<file path="src/rtl/ctrl_ramdrv_pkg.sv">
// Shared types and defaults for the RAM-driver read path.
// Latency: n/a (declarations only).
// Backpressure: n/a.
package ctrl_ramdrv_pkg;

    localparam int DEF_DATA_OFFSET_WIDTH  = 10;
    localparam int DEF_VECTOR_INDEX_WIDTH = 4;

    // Reader sequencer states
    typedef enum logic [1:0] {
        IDLE   = 2'd0,
        FETCH  = 2'd1,
        STREAM = 2'd2,
        DONE   = 2'd3
    } reader_state_t;

    // RAM read address at default widths: vector index in the upper bits
    typedef struct packed {
        logic [DEF_VECTOR_INDEX_WIDTH-1:0] index;
        logic [DEF_DATA_OFFSET_WIDTH-1:0]  offset;
    } ram_addr_t;

    // Head-offset store command encodings
    typedef enum logic [1:0] {
        HEAD_CMD_NOP = 2'd0,
        HEAD_CMD_RD  = 2'd1,
        HEAD_CMD_WR  = 2'd2,
        HEAD_CMD_CLR = 2'd3
    } head_cmd_t;

endpackage

</file>
<file path="src/rtl/ctrl_ramdrv_ring_ptr.sv">
// Ring pointer/counter: loads a head, steps backwards wrapping at len, flags the last step.
// Latency: pointer updates one cycle after load/advance; next/last outputs are combinational.
// Backpressure: advances only when i_adv is high; otherwise holds.
module ctrl_ramdrv_ring_ptr #(
    parameter int DW = 10
) (
    input  logic          clk,
    input  logic          rst,
    input  logic          i_load,
    input  logic [DW-1:0] i_load_ptr,
    input  logic          i_adv,
    input  logic [DW-1:0] i_len,
    output logic [DW-1:0] o_next_ptr,
    output logic          o_last_next
);

    logic [DW-1:0] r_ptr;
    logic [DW-1:0] r_cnt;
    logic [DW-1:0] w_next_ptr;

    // Decrement with explicit wrap from 0 back to the ring's highest offset
    always_comb begin
        w_next_ptr = r_ptr - DW'(1);
        if (r_ptr == '0) begin
            w_next_ptr = i_len;
        end
    end

    // Pointer and emitted-count state: load restarts the walk, advance steps it
    always_ff @(posedge clk) begin
        if (rst) begin
            r_ptr <= '0;
            r_cnt <= '0;
        end else if (i_load) begin
            r_ptr <= i_load_ptr;
            r_cnt <= '0;
        end else if (i_adv) begin
            r_ptr <= w_next_ptr;
            r_cnt <= r_cnt + DW'(1);
        end
    end

    assign o_next_ptr  = w_next_ptr;
    // The address produced by the next advance is the final one of the ring
    assign o_last_next = ((r_cnt + DW'(1)) == i_len);

endmodule

</file>
<file path="src/rtl/ctrl_ramdrv_reader.sv">
// Read sequencer: fetches a vector's head offset, then emits its ring addresses newest-first.
// Latency: start at N -> head_rd at N+1 -> first addr_valid at N+2, one address per handshake.
// Backpressure: valid/ready on addr; addr and addr_last hold while addr_ready is low.
// Optional CTRL_RAMDRV_READER_CHECK_EN adds a sticky err output for out-of-range or unknown heads.
module ctrl_ramdrv_reader
    import ctrl_ramdrv_pkg::*;
#(
    parameter int DATA_OFFSET_WIDTH  = DEF_DATA_OFFSET_WIDTH,
    parameter int VECTOR_INDEX_WIDTH = DEF_VECTOR_INDEX_WIDTH
) (
    input  logic                                        clk,
    input  logic                                        rst,
    input  logic                                        start,
    input  logic [VECTOR_INDEX_WIDTH-1:0]               index,
    input  logic [DATA_OFFSET_WIDTH-1:0]                length,
    output logic                                        head_rd,
    output logic [VECTOR_INDEX_WIDTH-1:0]               head_index,
    input  logic [DATA_OFFSET_WIDTH-1:0]                head_offset,
    output logic [VECTOR_INDEX_WIDTH+DATA_OFFSET_WIDTH-1:0] addr,
    output logic                                        addr_valid,
    input  logic                                        addr_ready,
    output logic                                        addr_last,
    output logic                                        busy,
    output logic                                        done
`ifdef CTRL_RAMDRV_READER_CHECK_EN
    ,
    output logic                                        err
`endif
);

    localparam int DW = DATA_OFFSET_WIDTH;
    localparam int IW = VECTOR_INDEX_WIDTH;

    reader_state_t       r_state;
    logic [IW-1:0]       r_idx;
    logic [DW-1:0]       r_len;
    logic [IW+DW-1:0]    r_addr;
    logic                r_addr_valid;
    logic                r_addr_last;
    logic                r_busy;
    logic                r_done;

    logic                w_hs;
    logic                w_adv;
    logic [DW-1:0]       w_load_ptr;
    logic [DW-1:0]       w_next_ptr;
    logic                w_last_next;

    assign w_hs  = r_addr_valid & addr_ready;
    assign w_adv = (r_state == STREAM) & w_hs & ~r_addr_last;

`ifdef CTRL_RAMDRV_READER_CHECK_EN
    logic w_head_oor;
    logic r_err;

    assign w_head_oor = (head_offset > r_len);
    // A head past the ring end is folded back once so the walk stays inside the ring
    assign w_load_ptr = w_head_oor ? (head_offset - (r_len + DW'(1))) : head_offset;

    // Sticky flag for a bad head seen during the fetch cycle
    always_ff @(posedge clk) begin
        if (rst) begin
            r_err <= 1'b0;
        end else if ((r_state == FETCH) && (w_head_oor || $isunknown(head_offset))) begin
            r_err <= 1'b1;
        end
    end

    assign err = r_err;
`else
    assign w_load_ptr = head_offset;
`endif

    ctrl_ramdrv_ring_ptr #(
        .DW (DW)
    ) u_ring_ptr (
        .clk         (clk),
        .rst         (rst),
        .i_load      (r_state == FETCH),
        .i_load_ptr  (w_load_ptr),
        .i_adv       (w_adv),
        .i_len       (r_len),
        .o_next_ptr  (w_next_ptr),
        .o_last_next (w_last_next)
    );

    // Sequencer FSM with registered outputs
    always_ff @(posedge clk) begin
        if (rst) begin
            r_state      <= IDLE;
            r_idx        <= '0;
            r_len        <= '0;
            r_addr       <= '0;
            r_addr_valid <= 1'b0;
            r_addr_last  <= 1'b0;
            r_busy       <= 1'b0;
            r_done       <= 1'b0;
        end else begin
            case (r_state)
                IDLE: begin
                    r_done <= 1'b0;
                    if (start) begin
                        r_idx   <= index;
                        r_len   <= length;
                        r_busy  <= 1'b1;
                        r_state <= FETCH;
                    end
                end
                FETCH: begin
                    r_addr       <= {r_idx, w_load_ptr};
                    r_addr_valid <= 1'b1;
                    r_addr_last  <= (r_len == '0);
                    r_state      <= STREAM;
                end
                STREAM: begin
                    if (w_hs) begin
                        if (r_addr_last) begin
                            r_addr_valid <= 1'b0;
                            r_addr_last  <= 1'b0;
                            r_done       <= 1'b1;
                            r_state      <= DONE;
                        end else begin
                            r_addr      <= {r_idx, w_next_ptr};
                            r_addr_last <= w_last_next;
                        end
                    end
                end
                DONE: begin
                    r_done  <= 1'b0;
                    r_busy  <= 1'b0;
                    r_state <= IDLE;
                end
                default: begin
                    r_state <= IDLE;
                end
            endcase
        end
    end

    assign head_rd    = (r_state == FETCH);
    assign head_index = (r_state == FETCH) ? r_idx : '0;
    assign addr       = r_addr;
    assign addr_valid = r_addr_valid;
    assign addr_last  = r_addr_last;
    assign busy       = r_busy;
    assign done       = r_done;

endmodule

</file>
<file path="config.mk">
export PLATFORM = sky130hd
export DESIGN_NAME = ctrl_ramdrv_reader
export DESIGN_NICKNAME = d
export VERILOG_FILES = /design/src/rtl/ctrl_ramdrv_pkg.sv /design/src/rtl/ctrl_ramdrv_ring_ptr.sv /design/src/rtl/ctrl_ramdrv_reader.sv
export SDC_FILE = /design/constraint.sdc
export NUM_CORES = 1
export LEC_CHECK = 0
export ABC_AREA = 1
export CORE_ASPECT_RATIO = 0.7
export CORE_MARGIN = 5
export CORE_UTILIZATION = 35
export DETAILED_ROUTE_END_ITERATION = 10
export SETUP_SLACK_MARGIN = 0.2
export SLEW_MARGIN = 15
export SYNTH_ARGS = -nofsm -noshare
export SYNTH_HDL_FRONTEND = slang
export SYNTH_SLANG_ARGS = --single-unit
</file>
<file path="constraint.sdc">
create_clock -name clk -period 2.5 [get_ports clk]
set_clock_uncertainty 0.2 [all_clocks]
set_input_delay 0.25 -clock clk [delete_from_list [all_inputs] [get_ports clk]]
set_output_delay 0.25 -clock clk [all_outputs]
set_load 0.005 [all_outputs]
</file>
==> impl_metrics.csv, run 1 <==
group,metric,value,unit
critical_path,cp_slowest_cell,"clkdlybuf4s50_1",
logic_synthesis,synth_cell_types,38,
timing,period_needed,2.11,ns
clock_network,htreeDepth,2,
global_routing,grt_max_degree,33,
power,power_density,1030,nW/µm²
drt,wl_per_cell,14.8,µm
critical_path,crit_top_cell,"inv_1",
clock_network,cts_made_buffers,5,
critical_path,path_delay_family,"buffers and inverters",
drt,drt_iter0_drc,244,
clock_network,cts-root-buf,"clkbuf_16",
floorplan,dieHeight,87.3,µm
critical_path,cp_cell_sequence,"inv_1 -> ha_2 -> nand2_1 -> inv_1 -> clkdlybuf4s50_1",
clock_network,clk_latency,0.30,ns
placed_design,dpl_worst_slack,0.432,ns
timing,relSlewSlack,72.1,%
drt,vias,2983,
global_routing,use_met3,5.06,%
logic_synthesis,syn-cell-area,2990,µm²
global_routing,met2_usage,23.7,%
clock_network,cts_tree,"built",
timing,final.period_utilization,84.5,%
critical_path,max_stage_delay,0.50,ns
global_routing,first_global_vias,2829,
placed_design,post_dp_cell_area,3600,µm²
worst_hold_path,hp-class,"reg -> reg",
job,cap_violations,0,
clock_network,cts_setup_buffers,0,
final_layout,fillers,870,
timing,setup_viol,0,
final_layout,drive_gt1_share,8.94,%
floorplan,fp-row-count,28,
critical_path,path_buf_inv,3,
power,power,3.87,mW
critical_path,critPathArrivalTime,1.66,ns
drt,vias_per_cell,5.09,
placed_design,io_buffers,50,
logic_synthesis,ys_warn_count,0,
floorplan,pin_count,51,
drt,routed_wirelength,8680,µm
power,power.leakage,1.60,nW
final_layout,final_area,3750,µm²
timing,max_freq,0.474,GHz
status,outcome,"finished clean",
final_layout,layout_commonest_cell,"nand2_1",
timing,timing.final.ws_setup,0.388,ns
logic_synthesis,synth.ff_latch_count,54,
floorplan,core-area,8410,µm²
critical_path,crit_fanout,7,
logic_synthesis,syn_nets,465,
final_layout,final_core_util,44.6,%
logic_synthesis,syn_inst,430,
floorplan,dieArea,10500,µm²
drt,dr.pass1.iters,5,
timing,totalNegativeSetupSlack,0,ns
floorplan,fp.dieW,120,µm
timing,worst_pin_slew,0.418,ns
placed_design,dp_hpwl,6630,µm
clock_network,clock-sinks,54,
critical_path,critPathKind,"reg -> out",
logic_synthesis,seq_area_frac_synth,36.2,%
drt,drcViolationCount,0,
power,ir_worst_vdd,506,µV
critical_path,required,2.05,ns
timing,maxSlewViolCount,0,
floorplan,start_util,35.6,%
global_routing,grt_pass1_wl,14300,µm
clock_network,clk_pin_slew,0.07,ns
drt,ant_nets,0,
critical_path,start_kind,"flop",
final_layout,final_nets,515,
logic_synthesis,syn_avg_cell_area,6.95,µm²
global_routing,overflow,0,
critical_path,critPathCaptureType,"output pin",
clock_network,clockBufferDepth,2,
timing,grt_setup_unrepaired,"no",
final_layout,antennaDiodeCount,0,
final_layout,syn_to_final_growth,25.4,%
global_routing,antenna_found_initial,0,
timing,hold_violations,0,
global_routing,grtUsageTotal,17.1,%
global_routing,grt_use_met1,25.4,%
placed_design,place.gp.congestion,0.886,
global_routing,busiest_layer,"met1",
final_layout,mostFrequentLayoutCells,"nand2_1 (87), inv_1 (55), dfxtp_1 (54)",
-- final timing paths --
check / start / endpoint / slack (ns) / cells after the start
max: r_state[1]$_SDFFE_PP0P_ / head_index[1] / 0.39 / 5
min: u_ring_ptr.r_ptr[1]$_SDFFE_PP0P_ / u_ring_ptr.r_ptr[1]$_SDFFE_PP0P_ / 0.29 / 2
max reg2reg: u_ring_ptr.r_ptr[0]$_SDFFE_PP0P_ / addr[3]$_SDFFE_PP0P_ / 0.48 / 10
min reg2reg: u_ring_ptr.r_ptr[1]$_SDFFE_PP0P_ / u_ring_ptr.r_ptr[1]$_SDFFE_PP0P_ / 0.29 / 2
-- through the flow --
stage / hold WS, ns / instances
finish: 0.287 / 586
CTS: 0.288 / 586
global placement: 0.277 / 578
floorplan: 0.129 / 430
detailed placement: 0.277 / 578
global route: 0.317 / 586
-- cell families (layout without fill, tap and decap cells) --
family                     after synthesis  count (layout)  synth area share (%)
DFF                                     54              54                  36.2
xor gates and xnor gates                 4               4                  1.17
buffers and inverters                   74             125                  10.0
and+or+nand+nor                        185             185                  29.6
adders and majority gates                7               7                  2.93
AOI/OAI and AO/OA                      106             106                  20.1
-- synthesized netlist by cell type, drive strengths merged --
library cell  count  area share, %
o21bai            1           0.25
nand2            94             12
o21ai            45            7.5
ha                7            2.9
clkbuf            7           0.88
a211oi            1           0.25
o22ai             3           0.84
o211a             1           0.33
nor2             49            9.0
nor4              2           0.42
xor2              3           0.88
nand4             6            1.8
o221a             1           0.38
xnor2             1           0.29
inv              61            7.7
a31oi             9            2.1
o211ai            8            2.0
a21oi            36            6.2
nor3              2           0.50
dfxtp            54             36
buf               6            1.4
nand3            32            5.5
a221oi            1           0.29
-- final cells by class --
cell class                 count  area, µm²  share of cell area, %
clock buffer                   7        143                   3.81
inverter                      61        231                   6.17
sequential                    54       1080                   28.8
tap                          105        131                   3.50
multi-input combinational    302       1610                   43.0
clock inverter                 1       5.00                  0.134
timing repair buffer          56        546                   14.6
-- sequential cells by signal (all words and copies together) (netlist names) --
register,flops
r_state,2
u_ring_ptr.r_ptr,10
r_idx,4
r_len,10
done,1
addr,14
u_ring_ptr.r_cnt,10
addr_valid,1
addr_last,1
busy,1
-- worst reg2reg max path, cell delays in order, from the launching register on --
cell	delay, ns
dfxtp_1	0.31
inv_1	0.13
ha_1	0.19
nand2_1	0.05
inv_1	0.08
nand4_4	0.26
inv_2	0.20
nor2_1	0.06
a21oi_1	0.20
o21ai_0	0.11
a21oi_1	0.14
-- what timing repair did --
| action | CTS | global route |
|---|---|---|
| hold buffers | 0 | 0 |
| hold endpoints to repair | 0 | 0 |
| endpoints found under the setup margin | 0 | 4 |
| resized for setup | 0 | 1 |
-- layer usage --
| layer | vias to the layer above | part of all wire, % | wire (µm) |
|---|---|---|---|
| met5 | - | 0 | 0 |
| met4 | 0 | 1.7 | 144 |
| met3 | 11 | 6.3 | 543 |
| met2 | 86 | 39 | 3410 |
| met1 | 1361 | 53 | 4580 |
| li1 | 1525 | - | - |
-- power by group --
group | switching, mW | leakage (nW) | internal [mW]
sequential | 0.188 | 0.442 | 1.09
combinational | 1.13 | 1.08 | 0.753
clock | 0.315 | 0.0739 | 0.398
Power figures use the tool's default switching activity.
==> run 2, diff against run 1 <==
==> constraint.sdc (replaced) <==
create_clock -name clk -period 1.9 [get_ports clk]
set_clock_uncertainty 0.2 [all_clocks]
set_input_delay 0.19 -clock clk [delete_from_list [all_inputs] [get_ports clk]]
set_output_delay 0.19 -clock clk [all_outputs]
set_load 0.005 [all_outputs]
==> run 2 against run 1 <==
  * Worst setup slack lost 0.24 ns
  * Via count grew 6.5%
  * Clock power grew 33%
  * Global-route usage grew 1.4 points
  * Sequential share of layout area shrank 3.7 points
  * Critical path depth grew 5
  * Non-clock buffer count grew 37
==> impl_metrics.csv, run 2 (synthesis gave the netlist of run 1 again) <==
group,metric,value,unit
status,outcome,"finished clean",
drt,vias,3176,
global_routing,grt_max_degree,21,
timing,maxSlewViolCount,0,
critical_path,cp_cell_sequence,"buf_6 -> ha_4 -> buf_12 -> nor2_2 -> nor2_4 -> inv_6 -> buf_6 -> nand3_2 -> o211ai_1 -> inv_1",
placed_design,post_dp_cell_area,3680,µm²
floorplan,start_util,35.6,%
placed_design,dpl_worst_slack,-0.00597,ns
critical_path,critPathKind,"reg -> reg",
floorplan,fp.dieW,120,µm
clock_network,clockBufferDepth,2,
timing,hold_violations,0,
placed_design,io_buffers,50,
timing,grt_setup_unrepaired,"yes",
critical_path,r2r_cells,10,
worst_hold_path,min-delay-start,"addr[12]$_SDFFE_PP0P_",
floorplan,dieHeight,87.3,µm
critical_path,crit_top_cell,"buf_6",
critical_path,path_buf_inv,5,
final_layout,layout_commonest_cell,"nand2_1",
final_layout,syn_to_final_growth,45.9,%
floorplan,dieArea,10500,µm²
floorplan,pin_count,51,
drt,vias_per_cell,5.09,
placed_design,dp_hpwl,6650,µm
floorplan,core-area,8410,µm²
floorplan,fp-row-count,28,
timing,relSlewSlack,76.8,%
critical_path,timing.rr.start,"r_state[1]$_SDFFE_PP0P_",
final_layout,mostFrequentLayoutCells,"nand2_1 (85), inv_1 (46), dfxtp_1 (45), clkdlybuf4s50_1 (45), nor2_1 (35)",
drt,wl_per_cell,15.5,µm
final_layout,final_nets,553,
placed_design,placed_cells_incl_taps,586,
final_layout,final_area,4360,µm²
placed_design,place.gp.congestion,0.905,
worst_hold_path,hold_path_end,"addr[12]$_SDFFE_PP0P_",
global_routing,first_global_vias,3113,
final_layout,final_core_util,51.9,%
power,power_density,1380,nW/µm²
critical_path,critPathArrivalTime,1.74,ns
clock_network,cts_tree,"built",
timing,max_freq,0.570,GHz
timing,final.period_utilization,92.4,%
final_layout,final_cells,624,
timing,worst_pin_slew,0.345,ns
final_layout,fillers,832,
clock_network,clk_latency,0.29,ns
clock_network,clock-sinks,54,
global_routing,antenna_found_initial,0,
clock_network,cts_made_buffers,5,
timing,setup_viol,0,
drt,drcViolationCount,0,
power,power.leakage,1.85,nW
global_routing,grt_pass1_wl,15600,µm
clock_network,cts-root-buf,"clkbuf_16",
critical_path,r2r_end,"addr[0]$_SDFFE_PP0P_",
timing,period_needed,1.75,ns
final_layout,largest_reg_flops,14,
critical_path,start_kind,"flop",
critical_path,required,1.89,ns
clock_network,htreeDepth,2,
drt,dr.pass1.iters,4,
global_routing,overflow,0,
clock_network,clk_pin_slew,0.07,ns
power,ir_worst_vdd,643,µV
drt,drt_iter0_drc,197,
worst_hold_path,hold_path_depth,2,
critical_path,r2r_slack,0.15,ns
critical_path,max_stage_delay,0.36,ns
final_layout,drive_gt1_share,26.6,%
critical_path,crit_fanout,13,
drt,routed_wirelength,9670,µm
critical_path,path_delay_family,"buffers and inverters",
global_routing,grtUsageTotal,18.6,%
final_layout,antennaDiodeCount,0,
job,cap_violations,0,
worst_hold_path,hp-class,"reg -> reg",
critical_path,cp_slowest_cell,"dfxtp_4",
timing,timing.final.ws_setup,0.145,ns
drt,ant_nets,0,
critical_path,critPathCaptureType,"flop",
run 2: metrics by stage:
stage / hold WS [ns] / total power, mW / setup TNS, ns
4_1_cts: 0.297 / 5.65 / 0
5_1_grt: 0.329 / 6.45 / 0
3_5_place_dp: 0.284 / 4.23 / -0.00597
3_3_place_gp: 0.276 / 4.23 / 0
2_1_floorplan: 0.0687 / 3.34 / 0
6_report: 0.299 / 6.01 / 0
run 2: how the worst max path moves through the flow:
stage / cells past startpoint / slack [ns] / start / endpoint
after detailed placement: 9 / -0.006 / r_state[0]$_SDFFE_PP0P_ / addr[5]$_SDFFE_PP0P_
final: 10 / 0.15 / r_state[1]$_SDFFE_PP0P_ / addr[0]$_SDFFE_PP0P_
after CTS: 6 / 0.14 / r_state[1]$_SDFFE_PP0P_ / head_index[1]
after global routing: 10 / 0.07 / u_ring_ptr.r_ptr[0]$_SDFFE_PP0P_ / addr[5]$_SDFFE_PP0P_
after global placement: 8 / 0.01 / addr_ready / addr[5]$_SDFFE_PP0P_
after floorplan: 11 / 0.20 / r_state[1]$_SDFFE_PP0P_ / addr[5]$_SDFFE_PP0P_
run 2: timing repair:
action	4_1_cts	5_1_grt
hold endpoints to repair	0	0
resized for setup	61	55
cloned	1	1
setup endpoints to repair	38	49
buffers inserted	23	5
pin swaps	24	16
hold buffers	0	0
run 2: metal layers:
| metal | routed length, µm | global-route usage (%) | vias to the layer above |
|---|---|---|---|
| met5 | 0 | 0 | - |
| met4 | 204 | 4.84 | 0 |
| met3 | 656 | 4.48 | 15 |
| met2 | 4040 | 27.5 | 91 |
| met1 | 4770 | 26.9 | 1465 |
| li1 | - | - | 1605 |
run 2: tightest hold or removal path, cell delays in order (launching register included):
cell     delay [ns]
dfxtp_1        0.31
nor2_1         0.09
nor2_1         0.05
run 2: area by class of cell:
| class | count | area, µm² | share of cell area, % |
|---|---|---|---|
| multi-input cells | 303 | 1830 | 41.9 |
| flip-flops and latches | 54 | 1100 | 25.1 |
| repair buffers | 93 | 905 | 20.7 |
| inverters | 61 | 253 | 5.79 |
| clock buffers | 7 | 143 | 3.27 |
| well taps | 105 | 131 | 3.01 |
| clock inverters | 1 | 5.00 | 0.115 |
run 2: report_power, final:
group | total [mW] | switching, mW | internal [mW]
sequential | 1.71 | 0.269 | 1.44
combinational | 3.35 | 1.81 | 1.55
clock | 0.950 | 0.425 | 0.525
==> run 3, diff against run 2 <==
==> constraint.sdc (replaced) <==
create_clock -name clk -period 2.12 [get_ports clk]
set_clock_uncertainty 0.2 [all_clocks]
set_input_delay 0.212 -clock clk [delete_from_list [all_inputs] [get_ports clk]]
set_output_delay 0.212 -clock clk [all_outputs]
set_load 0.005 [all_outputs]
==> run 3 against run 2 <==
  * Sequential share of layout area increased by 2.5 points
  * Non-clock buffer count decreased by 24
  * First-iteration DRC count increased by 16%
  * Worst setup slack improved by 0.10 ns
  * Die area unchanged
  * Clock-buffer cell count decreased by 2
  * Critical endpoint is now head_rd
  * Largest cell class unchanged
  * Largest power group unchanged
==> impl_metrics.csv, run 3 (synthesis gave the netlist of run 1 again) <==
group,metric,value,unit
clock_network,clk_latency,0.30,ns
clock_network,clockBufferDepth,2,
timing,relSlewSlack,77.9,%
floorplan,fp-row-count,28,
final_layout,largest_reg_flops,14,
critical_path,critPathArrivalTime,1.46,ns
drt,wl_per_cell,14.7,µm
clock_network,cts_made_buffers,5,
timing,final.period_utilization,88.3,%
final_layout,antennaDiodeCount,0,
power,ir_worst_vdd,545,µV
floorplan,pin_count,51,
placed_design,io_buffers,50,
power,power.leakage,1.72,nW
floorplan,core-area,8410,µm²
global_routing,first_global_vias,3008,
power,p_seq_share,30.3,%
clock_network,cts-root-buf,"clkbuf_16",
timing,maxSlewViolCount,0,
global_routing,antenna_found_initial,0,
floorplan,dieHeight,87.3,µm
power,clkPwrFrac,19.2,%
global_routing,grt_pass1_wl,14800,µm
clock_network,htreeDepth,2,
global_routing,grtUsageTotal,17.5,%
critical_path,start_kind,"flop",
power,power_density,1260,nW/µm²
power,p_switching,2.03,mW
job,cap_violations,0,
critical_path,critPathKind,"reg -> out",
final_layout,mostFrequentLayoutCells,"nand2_1 (87), inv_1 (51), dfxtp_1 (50)",
critical_path,required,1.71,ns
timing,timing.final.ws_setup,0.247,ns
final_layout,fillers,845,
global_routing,overflow,0,
timing,setup_viol,0,
power,p_comb_share,50.5,%
final_layout,final_nets,529,
final_layout,final_core_util,47.0,%
drt,drt_iter0_drc,229,
drt,drcViolationCount,0,
drt,vias,3050,
power,p_int,2.93,mW
timing,totalNegativeSetupSlack,0,ns
floorplan,dieArea,10500,µm²
floorplan,fp.dieW,120,µm
placed_design,dpl_worst_slack,0.154,ns
final_layout,layout_commonest_cell,"nand2_1",
critical_path,crit_fanout,5,
final_layout,syn_to_final_growth,32.1,%
worst_hold_path,hp-class,"reg -> reg",
power,power_switching_share,40.9,%
timing,worst_pin_slew,0.329,ns
drt,routed_wirelength,8850,µm
drt,ant_nets,0,
floorplan,start_util,35.6,%
timing,period_needed,1.87,ns
placed_design,place.gp.congestion,0.916,
final_layout,drive_gt1_share,13.7,%
clock_network,cts_tree,"built",
status,outcome,"finished clean",
critical_path,critPathCaptureType,"output pin",
clock_network,clock-sinks,54,
global_routing,grt_max_degree,23,
timing,max_freq,0.534,GHz
timing,grt_setup_unrepaired,"no",
placed_design,dp_hpwl,6600,µm
drt,dr.pass1.iters,5,
drt,vias_per_cell,5.08,
clock_network,clk_pin_slew,0.07,ns
timing,hold_violations,0,
run 3: changes by cell type in the layout (fill, tap and decap cells not counted), sizes merged:
cell	delta
nor2	-1
bufinv	+1
buf	-23
clkbuf	-6
clkdlybuf4s50	+1
dlygate4sd2	+2
nand4	+1
inv	+2
clkinvlp	-1
run 3: cell type report:
class | count | area [µm²] | area share [%]
multi-input cells | 303 | 1670 | 42.3
clock inverters | 3 | 43.8 | 1.11
repair buffers | 69 | 654 | 16.6
inverters | 61 | 234 | 5.93
flip-flops and latches | 54 | 1090 | 27.6
well taps | 105 | 131 | 3.33
clock buffers | 5 | 125 | 3.17
run 3: through the flow:
stage | hold slack [ns] | total power [mW] | cells | cell area (µm²)
floorplan | 0.0907 | 2.98 | 430 | 2990
global placement | 0.276 | 3.73 | 582 | 3640
detailed placement | 0.285 | 3.75 | 582 | 3640
CTS | 0.297 | 4.83 | 596 | 3870
global route | 0.314 | 5.34 | 600 | 3950
finish | 0.291 | 4.96 | 600 | 3950
run 3: routing by layer:
metal	track usage, %	vias to the layer above	wire, µm
met1	25.7	1379	4470
li1	-	1559	-
met4	3.70	0	70
met3	3.90	8	698
met2	26.4	104	3610
met5	0	-	0
run 3: timing repair:
action	in CTS	in global routing
setup buffers	6	3
pin swaps	2	2
setup endpoints to repair	17	31
hold buffers	0	0
resized for setup	11	13
gates cloned	0	1
run 3: path summary, 6_finish.rpt:
path                                      endpoint  cells after the start  slack, ns                     from
setup reg to reg  u_ring_ptr.r_ptr[9]$_SDFFE_PP0P_                      9       0.31  r_state[1]$_SDFFE_PP0P_
setup / recovery                           head_rd                      4       0.25  r_state[1]$_SDFFE_PP0P_
hold / removal               addr[12]$_SDFFE_PP0P_                      2       0.29    addr[12]$_SDFFE_PP0P_
hold reg to reg              addr[12]$_SDFFE_PP0P_                      2       0.29    addr[12]$_SDFFE_PP0P_
run 3: power by group through the flow:
stage / Sequential, mW / Combinational (mW) / Clock (mW)
3_3_place_gp: 1.52 / 2.21 / 0
5_1_grt: 1.54 / 2.79 / 1.01
3_5_place_dp: 1.52 / 2.23 / 0
2_1_floorplan: 1.47 / 1.51 / 0
4_1_cts: 1.50 / 2.36 / 0.970
6_report: 1.51 / 2.51 / 0.951
run 3: worst max-delay path, stage by stage, from the launching register on:
cell and delay (ns):
dfxtp_4 0.35, inv_2 0.07, ha_4 0.13, buf_6 0.12, clkdlybuf4s50_1 0.51
